--- config.mk ---
export PLATFORM = sky130hd
export DESIGN_NAME = seg_scan_ctrl_flat
export DESIGN_NICKNAME = d
export VERILOG_FILES = /design/src/rtl/seg_scan_ctrl_if.sv /design/src/rtl/seg_scan_ctrl.sv /design/src/flat_wrapper.sv
export SDC_FILE = /design/constraint.sdc
export NUM_CORES = 1
export LEC_CHECK = 0
export ABC_CLOCK_PERIOD_IN_PS = 2600
export CAP_MARGIN = 0
export CORE_MARGIN = 4
export CORE_UTILIZATION = 56
export DETAILED_ROUTE_END_ITERATION = 10
export MAX_ROUTING_LAYER = met4
export PLACE_DENSITY = 0.87
export SLEW_MARGIN = 15
export SYNTH_ARGS = -nofsm -noshare
export SYNTH_HDL_FRONTEND = slang
export SYNTH_SLANG_ARGS = --single-unit
--- constraint.sdc ---
create_clock -name clk -period 2.6 [get_ports clk]
set_input_delay 0.39 -clock clk [delete_from_list [all_inputs] [get_ports clk]]
set_output_delay 0.39 -clock clk [all_outputs]
set_load 0.05 [all_outputs]
--- src/rtl/seg_scan_ctrl_if.sv ---
// -----------------------------------------------------------------------------
// seg_scan_ctrl_if
// Write port of the seven-segment scan controller: a new display value
// (BCD nibbles plus per-digit decimal points) offered with valid/ready.
//
// Signals:
//   wr_valid  source -> sink  write request, held until accepted
//   wr_data   source -> sink  4*N_DIG bits of BCD, nibble 0 = rightmost digit
//   wr_dp     source -> sink  N_DIG decimal-point enables
//   wr_ready  sink -> source  sink can take a write this cycle
// -----------------------------------------------------------------------------
interface seg_scan_ctrl_if #(
    parameter int N_DIG = 4
);
    logic                 wr_valid;
    logic [4*N_DIG-1:0]   wr_data;
    logic [N_DIG-1:0]     wr_dp;
    logic                 wr_ready;

    modport master (
        output wr_valid,
        output wr_data,
        output wr_dp,
        input  wr_ready
    );

    modport slave (
        input  wr_valid,
        input  wr_data,
        input  wr_dp,
        output wr_ready
    );
endinterface

--- src/rtl/seg_scan_ctrl.sv ---
// -----------------------------------------------------------------------------
// seg_scan_ctrl
// Time-multiplexed scan controller for an N_DIG-digit common-cathode
// seven-segment display. One segment encoder is shared by all digits; each
// digit slot starts with a blanking gap (all selects off) to avoid ghosting.
// Written values are double-buffered and copied to the display register only
// at frame boundaries, so a frame never mixes two values.
//
// Ports:
//   clk          system clock
//   rst_n        asynchronous active-low reset
//   wr           write port (seg_scan_ctrl_if.slave): wr_valid/wr_data/wr_dp in,
//                wr_ready out
//   seg_out      {dp,g,f,e,d,c,b,a}, active-high, registered
//   dig_sel      one-hot digit enable, active-high, zero during blank
//   frame_start  one-cycle pulse when slot 0 of digit 0 begins
//
// Optional build macro:
//   SEG_LEAD_ZERO_BLANK_EN  blank leading zeros (digit index > 0, its nibble and
//                           all higher nibbles zero, its dp off); dig_sel still
//                           asserted for a blanked digit.
// -----------------------------------------------------------------------------
module seg_scan_ctrl #(
    parameter int N_DIG     = 4,
    parameter int SLOT_CYC  = 50000,
    parameter int BLANK_CYC = 500
) (
    input  logic               clk,
    input  logic               rst_n,
    seg_scan_ctrl_if.slave     wr,
    output logic [7:0]         seg_out,
    output logic [N_DIG-1:0]   dig_sel,
    output logic               frame_start
);
    localparam int CNT_W = (SLOT_CYC > 2) ? $clog2(SLOT_CYC) : 1;
    localparam int IDX_W = $clog2(N_DIG);

    localparam logic [CNT_W-1:0] CNT_LAST  = CNT_W'(SLOT_CYC - 1);
    localparam logic [CNT_W-1:0] CNT_SHOW  = CNT_W'(BLANK_CYC);
    localparam logic [IDX_W-1:0] IDX_LAST  = IDX_W'(N_DIG - 1);
    localparam logic [N_DIG-1:0] DIG_ONE   = N_DIG'(1);

    typedef enum logic {ST_BLANK, ST_SHOW} state_t;

    state_t               state_reg, state_next;
    logic [CNT_W-1:0]     cnt_reg, cnt_next;
    logic [IDX_W-1:0]     idx_reg, idx_next;
    logic                 slot_wrap, frame_bnd;

    logic [4*N_DIG-1:0]   disp_data_reg, pend_data_reg;
    logic [N_DIG-1:0]     disp_dp_reg, pend_dp_reg;
    logic                 pend_flag_reg;
    logic                 wr_accept;

    logic [7:0]           seg_next;
    logic [N_DIG-1:0]     dig_next;
    logic                 fs_next;

    logic [3:0]           nib_arr [N_DIG];
    logic [N_DIG-1:0]     lz_blank;

    function automatic logic [6:0] seg_encode(input logic [3:0] nib);
        logic [6:0] s;
        case (nib)
            4'd0:    s = 7'b0111111;
            4'd1:    s = 7'b0000110;
            4'd2:    s = 7'b1011011;
            4'd3:    s = 7'b1001111;
            4'd4:    s = 7'b1100110;
            4'd5:    s = 7'b1101101;
            4'd6:    s = 7'b1111101;
            4'd7:    s = 7'b0000111;
            4'd8:    s = 7'b1111111;
            4'd9:    s = 7'b1101111;
            default: s = 7'b0000000;
        endcase
        return s;
    endfunction

    // Per-digit views of the display register and the leading-zero mask.
    for (genvar gi = 0; gi < N_DIG; gi++) begin : g_dig
        assign nib_arr[gi] = disp_data_reg[4*gi +: 4];
`ifdef SEG_LEAD_ZERO_BLANK_EN
        if (gi == 0) begin : g_first
            assign lz_blank[gi] = 1'b0;
        end else begin : g_upper
            // Blank when this nibble and everything to its left are zero.
            assign lz_blank[gi] = (disp_data_reg[4*N_DIG-1 : 4*gi] == '0) && !disp_dp_reg[gi];
        end
`else
        assign lz_blank[gi] = 1'b0;
`endif
    end

    // Slot counter / digit index sequencing.
    always_comb begin
        slot_wrap = (cnt_reg == CNT_LAST);
        frame_bnd = slot_wrap && (idx_reg == IDX_LAST);
        cnt_next  = slot_wrap ? '0 : cnt_reg + 1'b1;
        idx_next  = idx_reg;
        if (slot_wrap) begin
            idx_next = (idx_reg == IDX_LAST) ? '0 : idx_reg + 1'b1;
        end
    end

    // FSM next state and next (registered) outputs. Outputs are computed from
    // the current state, so the pins trail the state decision by one cycle.
    always_comb begin
        state_next = state_reg;
        dig_next   = '0;
        seg_next   = '0;
        fs_next    = (cnt_reg == '0) && (idx_reg == '0);
        case (state_reg)
            ST_BLANK: begin
                if (cnt_next == CNT_SHOW) begin
                    state_next = ST_SHOW;
                end
            end
            ST_SHOW: begin
                dig_next = DIG_ONE << idx_reg;
                if (!lz_blank[idx_reg]) begin
                    seg_next = {disp_dp_reg[idx_reg], seg_encode(nib_arr[idx_reg])};
                end
                if (slot_wrap) begin
                    state_next = ST_BLANK;
                end
            end
            default: state_next = ST_BLANK;
        endcase
    end

    always_ff @(posedge clk or negedge rst_n) begin
        if (!rst_n) begin
            state_reg   <= ST_BLANK;
            cnt_reg     <= '0;
            idx_reg     <= '0;
            seg_out     <= '0;
            dig_sel     <= '0;
            frame_start <= 1'b0;
        end else begin
            state_reg   <= state_next;
            cnt_reg     <= cnt_next;
            idx_reg     <= idx_next;
            seg_out     <= seg_next;
            dig_sel     <= dig_next;
            frame_start <= fs_next;
        end
    end

    // Double buffer: ready is simply "no pending value", so an accept and a
    // frame-boundary transfer can never happen in the same cycle.
    assign wr.wr_ready = !pend_flag_reg;
    assign wr_accept   = wr.wr_valid && !pend_flag_reg;

    always_ff @(posedge clk or negedge rst_n) begin
        if (!rst_n) begin
            disp_data_reg <= '0;
            disp_dp_reg   <= '0;
            pend_data_reg <= '0;
            pend_dp_reg   <= '0;
            pend_flag_reg <= 1'b0;
        end else if (frame_bnd && pend_flag_reg) begin
            disp_data_reg <= pend_data_reg;
            disp_dp_reg   <= pend_dp_reg;
            pend_flag_reg <= 1'b0;
        end else if (wr_accept) begin
            pend_data_reg <= wr.wr_data;
            pend_dp_reg   <= wr.wr_dp;
            pend_flag_reg <= 1'b1;
        end
    end
endmodule

--- src/flat_wrapper.sv ---
// flat-port wrapper written by rule: the top's interface ports become plain ports
module seg_scan_ctrl_flat 
#(
    parameter int N_DIG     = 4,
    parameter int SLOT_CYC  = 50000,
    parameter int BLANK_CYC = 500
)
  (clk, rst_n, seg_out, dig_sel, frame_start, wr_wr_valid, wr_wr_data, wr_wr_dp, wr_wr_ready);
  seg_scan_ctrl_if #(.N_DIG(N_DIG)) wr_i ();
  input  logic clk;
  input  logic rst_n;
  output logic [7:0] seg_out;
  output logic [N_DIG-1:0] dig_sel;
  output logic frame_start;
  input wire logic [$bits(wr_i.wr_valid)-1:0] wr_wr_valid;
  input wire logic [$bits(wr_i.wr_data)-1:0] wr_wr_data;
  input wire logic [$bits(wr_i.wr_dp)-1:0] wr_wr_dp;
  output wire logic [$bits(wr_i.wr_ready)-1:0] wr_wr_ready;
  assign wr_i.wr_valid = wr_wr_valid;
  assign wr_i.wr_data = wr_wr_data;
  assign wr_i.wr_dp = wr_wr_dp;
  assign wr_wr_ready = wr_i.wr_ready;
  seg_scan_ctrl #(.N_DIG(N_DIG), .SLOT_CYC(SLOT_CYC), .BLANK_CYC(BLANK_CYC)) u_core (.clk(clk), .rst_n(rst_n), .wr(wr_i), .seg_out(seg_out), .dig_sel(dig_sel), .frame_start(frame_start));
endmodule
==> summary.json <==
{
  "yosys.area_share.simple": 0.1230,
  "yosysWarningCount": 0,
  "sequentialPowerShare": 0.537,
  "synth-async-reset-ratio": 1.000,
  "post_synth_net_total": 288,
  "synth_top_cell_area_share": 0.5543,
  "tritoncts": "built",
  "total_power_mw": 2.218,
  "critical-path-max-stage-delay_ns": 0.65,
  "maxClockFrequency_mhz": 483.6,
  "cts_hold_repair.buffers": 0,
  "timing.critical_path.from_type": "register",
  "hpwl_um": 4193,
  "num_antenna_cells": 0,
  "hold_path.class": "in2async",
  "synth-seq-area-share": 0.5543,
  "first_global_vias": 2245,
  "clk_path_buf_depth": 2,
  "synth_compound_area_frac": 0.03834,
  "cts_resized": 0,
  "die-width_um": 84.72,
  "path_class": "reg2reg",
  "final_period_minus_worst_setup_slack_ns": 2.068,
  "internal_power_mw": 1.747,
  "worst_path_maximum_fanout": 9,
  "arrival_ns": 2.34,
  "grt_pass1_wl_um": 10830,
  "initial_core_util": 0.5877,
  "skew_ns": 0.008040,
  "power.leakage_nw": 1.840,
  "p_clk_frac": 0.422,
  "floorplan.die_area_sq_um": 7177,
  "timing.critical_path.max_delay_family": "multiplexers",
  "hold_vio_cnt_final": 0,
  "design_area_sq_um": 3929,
  "report.final.slew_viol_count": 0,
  "synth_top_family_by_area": "multiplexers",
  "fin_setup_tns_ns": 0,
  "ys.flop_type": "sky130_fd_sc_hd__dfrtp_1",
  "pin_count": 37,
  "slowest_stage": "sky130_fd_sc_hd__mux4_2",
  "grt_antenna_before_repair": 0,
  "cts_inserted_buffers": 9,
  "worstPathCellList": "mux4_2 -> ha_1 -> nor3b_1 -> o21a_1",
  "yosys.area.top_type": "sky130_fd_sc_hd__dfrtp_1",
  "rsz0062_at_grt": "false",
  "ant_nets": 0,
  "buffer_ports.inserted": 36,
  "cts_num_sinks": 73,
  "grt_util_all_layers": 0.1973,
  "drt-wirelength-per-cell_um": 16.33,
  "placed_instances": 356,
  "layout_cells_sized_above_1": 0.1733,
  "detailroute.via_count": 2134,
  "postCtsSetupBuffers": 0,
  "buffers_inverters_on_critical_path": 0,
  "netSwitchingFraction": 0.2126,
  "drt_pre_antenna_iters": 4,
  "clock_latency_ns": 0.34,
  "synth.area.mux_share": 0.1803,
  "total_routed_length_um": 6073,
  "post_synth_main_area_contributors": "sky130_fd_sc_hd__dfrtp_1 55%, sky130_fd_sc_hd__mux2_2 7.5%, sky130_fd_sc_hd__mux2_1 6.5%",
  "ctsRootBufferMaster": "sky130_fd_sc_hd__clkbuf_8",
  "status": "finished, final reports clean",
  "layoutNonFillerInstCount": 372,
  "worstSetupEndpointType": "register",
  "violation_count_after_the_first_detailed_routing_iteration": 159,
  "die-height_um": 84.72,
  "grt.overflow.total": 0,
  "tightest_slew_ns": 0.5046,
  "finalWorstSetupSlack_ns": 0.5322,
  "layout.nets": 329,
  "xor_and_xnor_fraction_of_the_mapped_netlist_area": 0.03455,
  "placed_area_sq_um": 3714,
  "number_of_enable_flip_flop_cells_after_synthesis": 0,
  "viasPerCell": 5.737,
  "layout_area_growth_over_synthesis_pct": 19.21,
  "distinct_cells_synth": 44,
  "finalWeightedCongestion": 0.8906,
  "cp_data_required_time_ns": 2.88,
  "post_synth_instance_area_sq_um": 3296,
  "synth-seq-cells": 73,
  "worst_setup_hold_path_clk_slew_ns": 0.07,
  "netSwitchingPower_mw": 0.4715,
  "grt_start_max_net_pins": 32,
  "total_number_of_h_tree_levels": 3,
  "setup_viol": 0,
  "postSynthCellCount": 254,
  "slew_headroom": 0.6636,
  "final_worst_path_period_share": 0.7953,
  "avgSynthCellArea_sq_um": 12.98,
  "vdd.ir_drop.worst_uv": 451.4,
  "power.combinational.fraction": 0.041,
  "drt_drc_violations_left": 0,
  "std_cell_rows": 27,
  "post-place-ws_ns": 0.5876,
  "final.fill_count": 416,
  "cap_viol_max_count": 0,
  "power-per-cell-area_nw_per_um2": 564.7,
  "synth_adder_area_share": 0.04176,
  "placeableCoreArea_sq_um": 5608
}
-- kinds of logic after synthesis --
logic type / count (synthesis)
muxes: 48
adders and majority gates: 11
xor gates and xnor gates: 13
buffers and inverters: 19
AOI/OAI and AO/OA: 20
and+or+nand+nor: 70
DFF: 73
-- worst reg2reg max path, delay by kind of cell (launching register included) --
family	cells	cell delay, ns
adder cells (fa/ha/maj)	1	0.26
AO/OA/AOI/OAI	1	0.20
flip-flops	1	0.62
multiplexers	1	0.65
AND/OR/NAND/NOR	1	0.28
-- worst paths after layout --
| kind | startpoint | end | slack, ns | cells after the start |
|---|---|---|---|---|
| max | u_core.idx_reg[0]$_DFFE_PN0N_ | u_core.seg_out[6]$_DFF_PN0_ | 0.53 | 4 |
| min | rst_n | u_core.seg_out[0]$_DFF_PN0_ | 0.008 | 1 |
| max reg2reg | u_core.idx_reg[0]$_DFFE_PN0N_ | u_core.seg_out[6]$_DFF_PN0_ | 0.53 | 4 |
| min reg2reg | u_core.disp_data_reg[13]$_DFFE_PN0P_ | u_core.disp_data_reg[13]$_DFFE_PN0P_ | 0.49 | 1 |
| max in group asynchronous | rst_n | u_core.cnt_reg[8]$_DFF_PN0_ | 1.82 | 2 |
| min in group clk | u_core.disp_data_reg[13]$_DFFE_PN0P_ | u_core.disp_data_reg[13]$_DFFE_PN0P_ | 0.49 | 1 |
-- metrics by stage --
step | hold WS (ns) | util
after floorplan | 0.09441 | -
after global placement | 0.3806 | 0.6622
after detailed placement | 0.3852 | 0.6622
after CTS | 0.02547 | 0.7006
after global routing | 0.04290 | 0.7006
final | 0.008245 | 0.7006
-- routing by layer --
| layer | vias to the layer above | global-route usage | part of all wire |
|---|---|---|---|
| li1 | 971 | - | - |
| met1 | 1092 | 0.2438 | 0.42 |
| met2 | 58 | 0.3125 | 0.51 |
| met3 | 13 | 0.03827 | 0.046 |
| met4 | 0 | 0.09496 | 0.023 |
| met5 | - | - | 0 |
-- area by class of cell --
cell class / instances / area [sq um] / area share
well taps: 72 / 90.09 / 0.02293
clock buffers: 12 / 165.2 / 0.04204
repair buffers: 40 / 385.4 / 0.09809
flip-flops and latches: 73 / 1827 / 0.4650
inverters: 9 / 33.78 / 0.008599
clock inverters: 4 / 50.05 / 0.01274
multi-input cells: 162 / 1378 / 0.3506
-- layout by cell type (no fill, tap or decap), types with 2 or more instances in the layout --
cell type / instances
sky130_fd_sc_hd__dfrtp_1: 73
sky130_fd_sc_hd__clkdlybuf4s50_1: 35
sky130_fd_sc_hd__mux2_2: 22
sky130_fd_sc_hd__mux2_1: 19
sky130_fd_sc_hd__nor2_1: 15
sky130_fd_sc_hd__clkbuf_8: 12
sky130_fd_sc_hd__nand2_1: 11
sky130_fd_sc_hd__ha_1: 11
sky130_fd_sc_hd__inv_1: 9
sky130_fd_sc_hd__xnor2_1: 8
sky130_fd_sc_hd__nand4_1: 6
sky130_fd_sc_hd__and2_1: 6
sky130_fd_sc_hd__nor3_1: 5
sky130_fd_sc_hd__xor2_1: 5
sky130_fd_sc_hd__o21ai_0: 5
sky130_fd_sc_hd__mux4_2: 5
sky130_fd_sc_hd__nand3_1: 4
sky130_fd_sc_hd__a21oi_1: 4
sky130_fd_sc_hd__buf_4: 4
sky130_fd_sc_hd__and4_1: 3
sky130_fd_sc_hd__nand2b_1: 3
sky130_fd_sc_hd__o31ai_1: 3
sky130_fd_sc_hd__nor4_1: 2
sky130_fd_sc_hd__a21o_1: 2
sky130_fd_sc_hd__and3b_1: 2
sky130_fd_sc_hd__mux2i_1: 2
sky130_fd_sc_hd__nor2b_1: 2
sky130_fd_sc_hd__nor3b_1: 2
sky130_fd_sc_hd__clkinvlp_4: 2
-- Yosys cell counts, types with 2 or more instances --
cell type	n
sky130_fd_sc_hd__a21o_1	2
sky130_fd_sc_hd__a21oi_1	4
sky130_fd_sc_hd__and2_1	6
sky130_fd_sc_hd__and3b_1	2
sky130_fd_sc_hd__and4_1	3
sky130_fd_sc_hd__buf_2	4
sky130_fd_sc_hd__buf_6	2
sky130_fd_sc_hd__clkbuf_1	3
sky130_fd_sc_hd__dfrtp_1	73
sky130_fd_sc_hd__ha_1	11
sky130_fd_sc_hd__inv_1	9
sky130_fd_sc_hd__mux2_1	19
sky130_fd_sc_hd__mux2_2	22
sky130_fd_sc_hd__mux2i_1	2
sky130_fd_sc_hd__mux4_2	5
sky130_fd_sc_hd__nand2_1	11
sky130_fd_sc_hd__nand2b_1	3
sky130_fd_sc_hd__nand3_1	4
sky130_fd_sc_hd__nand4_1	6
sky130_fd_sc_hd__nor2_1	15
sky130_fd_sc_hd__nor2b_1	2
sky130_fd_sc_hd__nor3_1	5
sky130_fd_sc_hd__nor3b_1	2
sky130_fd_sc_hd__nor4_1	2
sky130_fd_sc_hd__o21ai_0	5
sky130_fd_sc_hd__o31ai_1	3
sky130_fd_sc_hd__xnor2_1	8
sky130_fd_sc_hd__xor2_1	5
-- power by group through the flow --
| stage | registers, mW | clock network, mW | logic, mW |
|---|---|---|---|
| after floorplan | 1.20 | 0 | 0.0318 |
| after global placement | 1.21 | 0 | 0.0882 |
| after detailed placement | 1.21 | 0 | 0.0925 |
| after CTS | 1.19 | 0.945 | 0.0931 |
| after global routing | 1.20 | 0.995 | 0.102 |
| final | 1.19 | 0.936 | 0.0901 |
(Power assumes the default switching activity.)
==> edit 1 (same flow settings) <==
Add a define of `SEG_LEAD_ZERO_BLANK_EN`.
--- a/src/rtl/seg_scan_ctrl.sv
+++ b/src/rtl/seg_scan_ctrl.sv
@@ -21,4 +21,6 @@
 //                           asserted for a blanked digit.
 // -----------------------------------------------------------------------------
+`define SEG_LEAD_ZERO_BLANK_EN
+
 module seg_scan_ctrl #(
     parameter int N_DIG     = 4,
Formal check against the unedited RTL: no difference found for any inputs over 10 cycles, from zero or initial values and one cycle with rst_n low; that may be too few to reach the edited logic, so the function may still have changed.
==> edit 1 against the unedited design <==
  * Wire length increased by 6.6%
  * Power is 0.44% lower
  * Sequential cell count stayed put
  * Sequential power is essentially flat
  * Critical path depth is 1 higher
  * Sequential share of layout area is 2.2 points lower
  * Via count rose by 6.1%
  * Final area grew 5.0%
  * Combinational power decreased by 2%
  * Count of clock-buffer cells in the layout down 3
  * Setup slack lost 0.23 ns
  * Synthesized area up 9.2%
==> edit 1: results (changes against the unedited design) <==
vias in the first global route = 2282 (+1.6%)
CP max stage cell = or4_4
leakage dissipation = 0.00187 µW (+1.7%)
first-pass GRT wire length = 11.0 mm (+2.0%)
largest net degree at the start of global routing = 74 (+130%)
drt initial violations = 169 (+6.3%)
Final Power = 2210 µW (-0.44%)
met2 Usage GRT = 28.6% (-2.6 points)
Seq/Total Area, Yosys = 50.8% (-4.7 points)
VDD IR max = 0.429 mV (-5.0%)
run status = completed
nets = 350 (+6.4%)
Multi-In Gates = 179 (+10%)
Reg clk slew, reported paths = 0.09 ns (+0.02 ns)
Final HPWL DP = 4.57 mm (+9.0%)
Total Routing Usage GR = 19.2% (-0.49 points)
met1 usage = 25.0% (+0.63 points)
final wirelength = 6.48 mm (+6.6%)
Worst Path Max Fanout = 21 (+12)
Critical Path AT = 2.54 ns (+0.20 ns)
Worst path top cell family by delay = simple AND/OR/NAND/NOR gates
Layout non-clock buf frac = 9.52% (-0.29 points)
clk_skew = 0.0141 ns (+0.00606 ns)
fin worst setup slack = 0.305 ns (-0.227 ns)
hold_ws = 0.226 ns (+0.218 ns)
## edit 1: cell count changes after synthesis, moves of 4 or more
cell      delta
mux2_1      -19
mux2_4      +19
clkbuf_1     +5
buf_2        -4
nor2_1       +4
nor2b_1      +4
nor4_1       +4
## edit 1: cell families (layout without fill, tap and decap cells)
group	Yosys count	in the layout	synth area share, %
flops	73	73	50.8
compound gates	25	25	4.66
buf+inv	29	69	5.88
mux	47	47	18.3
xor+xnor	15	15	3.65
fa+ha+maj	11	11	3.82
simple gates	81	81	13.0
## edit 1: metal layers
layer / vias up / part of all wire (%)
met5: - / 0
met4: 0 / 2.5
met3: 18 / 6.1
met2: 92 / 46
met1: 1091 / 45
li1: 1063 / -
## edit 1: worst register-to-register path: stages, from the launching register on
cell	delay [ns]
dfrtp_1	0.44
or4_4	0.58
nor2_2	0.14
and3_1	0.18
and3_4	0.46
mux2_2	0.39
==> edit 2 (same settings) <==
Made on the original files. Make the reset (`rst_n`) synchronous in 2 clocked blocks. Comments in the files are not updated.
--- a/src/rtl/seg_scan_ctrl.sv
+++ b/src/rtl/seg_scan_ctrl.sv
@@ -130,5 +130,5 @@
     end
 
-    always_ff @(posedge clk or negedge rst_n) begin
+    always_ff @(posedge clk) begin
         if (!rst_n) begin
             state_reg   <= ST_BLANK;
@@ -153,5 +153,5 @@
     assign wr_accept   = wr.wr_valid && !pend_flag_reg;
 
-    always_ff @(posedge clk or negedge rst_n) begin
+    always_ff @(posedge clk) begin
         if (!rst_n) begin
             disp_data_reg <= '0;
Function: differs if rst_n is asserted again (counterexample within 4 cycles, from zero or initial values and one cycle with rst_n low); with rst_n held inactive, the same outputs for 10 cycles.
==> edit 2 against the unedited design <==
  * Die area fell by 1.4%
  * Largest cell class is now multi-input combinational cells
  * Final area decreased by 1.9%
  * Critical path depth increased by 2
  * Synthesized area fell by 1.5%
  * First-iteration DRC count is 30% higher
  * Setup slack worse by 0.26 ns
  * Final cell count up 28%
  * Sequential cell count unchanged
  * Via count is 22% higher
  * Count of clock-buffer cells in the layout is 3 lower
  * Wire length up 8.8%
  * Power grew 6.8%
==> edit 2: results (changes against the unedited design) <==
Slew headroom = 55.3% (-11 points)
run status = completed
Placer Congestion = 0.892 (+0.17%)
sink of the worst hold path = u_core.pend_data_reg[8]
largest net degree at the start of global routing = 48 (+50%)
Worst Path Max Fanout = 21 (+12)
synth top area cells = dfxtp_1 45%, nand2_1 8.6%, a21oi_2 5.4%
GR Layer Usage met3 = 3.63% (-0.20 points)
clock buffer depth = 2 (unchanged)
met1 usage = 26.7% (+2.3 points)
leakage dissipation = 0.00130 µW (-29%)
max frequency = 430 MHz (-11%)
Resize count post-CTS = 0 (unchanged)
met2 Usage GRT = 28.6% (-2.7 points)
Routed met1 length = 3.06 mm (+19%)
hold_ws = 0.457 ns (+0.448 ns)
HP Class = flop to flop
clk_lat worst skew = 0.36 ns (+0.02 ns)
GRT Max-Usage Layer = met2
vias in the first global route = 2328 (+3.7%)
VDD IR max = 0.423 mV (-6.4%)
reg2reg start = u_core.cnt_reg[0]
share of cells above drive strength 1 = 18.0% (+0.65 points)
Antenna Cells = 0 (unchanged)
synth unique cells = 42 (-4.5%)
reg2reg setup slack = 0.27 ns (-0.26 ns)
FF-to-FF path depth = 6 (+2)
drt initial violations = 206 (+30%)
vias per inst = 5.42 (-5.4%)
reg2reg end = u_core.disp_data_reg[5]
initial antenna violation count = 0 (unchanged)
Post-synth top cells = 74 x nand2_1, 73 x dfxtp_1, 30 x a21oi_1
pre-CTS setup slack = 0.310 ns (-0.278 ns)
first-pass GRT wire length = 11.0 mm (+1.3%)
port bufs = 36 (unchanged)
nets = 434 (+32%)
Root Buffer = clkbuf_8
ys async rst share = 0% (-100 points)
WL/cell = 13.8 µm (-15%)
clk_skew = 0.00945 ns (+0.00141 ns)
Final HPWL DP = 4.46 mm (+6.3%)
Total Routing Usage GR = 19.9% (+0.17 points)
Met3 Wirelength = 388 µm (+38%)
routed length on met2 = 3.02 mm (-2.3%)
Most used DFF post-synth = dfxtp_1
Seq/Total Area, Yosys = 45.0% (-10 points)
Syn Nets = 406 (+41%)
switching share of total power = 22.4% (+1.1 points)
Critical Path AT = 2.62 ns (+0.28 ns)
[edit 2: worst max-delay path by stage]
stage | end | depth (start not counted)
final | u_core.disp_data_reg[5] | 6
after global placement | u_core.disp_data_reg[13] | 5
after global routing | u_core.disp_data_reg[5] | 6
after floorplan | u_core.disp_data_reg[10] | 7
after detailed placement | u_core.disp_data_reg[5] | 5
after CTS | u_core.disp_data_reg[5] | 6
[edit 2: final cells by class]
type | count | area [µm²]
clock buffers | 9 | 124
clock inverters | 7 | 119
fillers | 416 | 1720
inverters | 13 | 48.8
multi-input cells | 264 | 1620
flip-flops and latches | 73 | 1460
well taps | 72 | 90.1
repair buffers | 40 | 390
[edit 2: critical path, cell delays in order, from the launching register on]
cell and delay, ns:
dfxtp_1 0.47, ha_1 0.30, nand4_1 0.13, or4_4 0.62
nor2_4 0.42, nand2_1 0.16, a21oi_2 0.16
[edit 2: cells by family after synthesis]
kind of cell	share of synthesized area [%]
compound gates	13.8
xor+xnor	4.05
fa+ha+maj	3.86
buf+inv	5.09
flops	45.0
mux	3.43
simple gates	24.7
[edit 2: power groups by stage]
stage               Clock, µW  Combinational (µW)  Sequential, µW
detailed placement          0                 127            1190
finish                   1070                 129            1170
CTS                      1080                 129            1160
global placement            0                 125            1190
floorplan                   0                70.6            1190
global route             1140                 140            1170
[edit 2: through the flow]
step | std cells | cell area, µm² | total power (µW) | utilization (%)
finish | 478 | 3850 | 2370 | 69.1
global route | 478 | 3850 | 2450 | 69.1
CTS | 478 | 3850 | 2380 | 69.1
detailed placement | 462 | 3610 | 1320 | 64.8
global placement | 462 | 3610 | 1310 | 64.8
floorplan | 373 | 3250 | 1260 | -
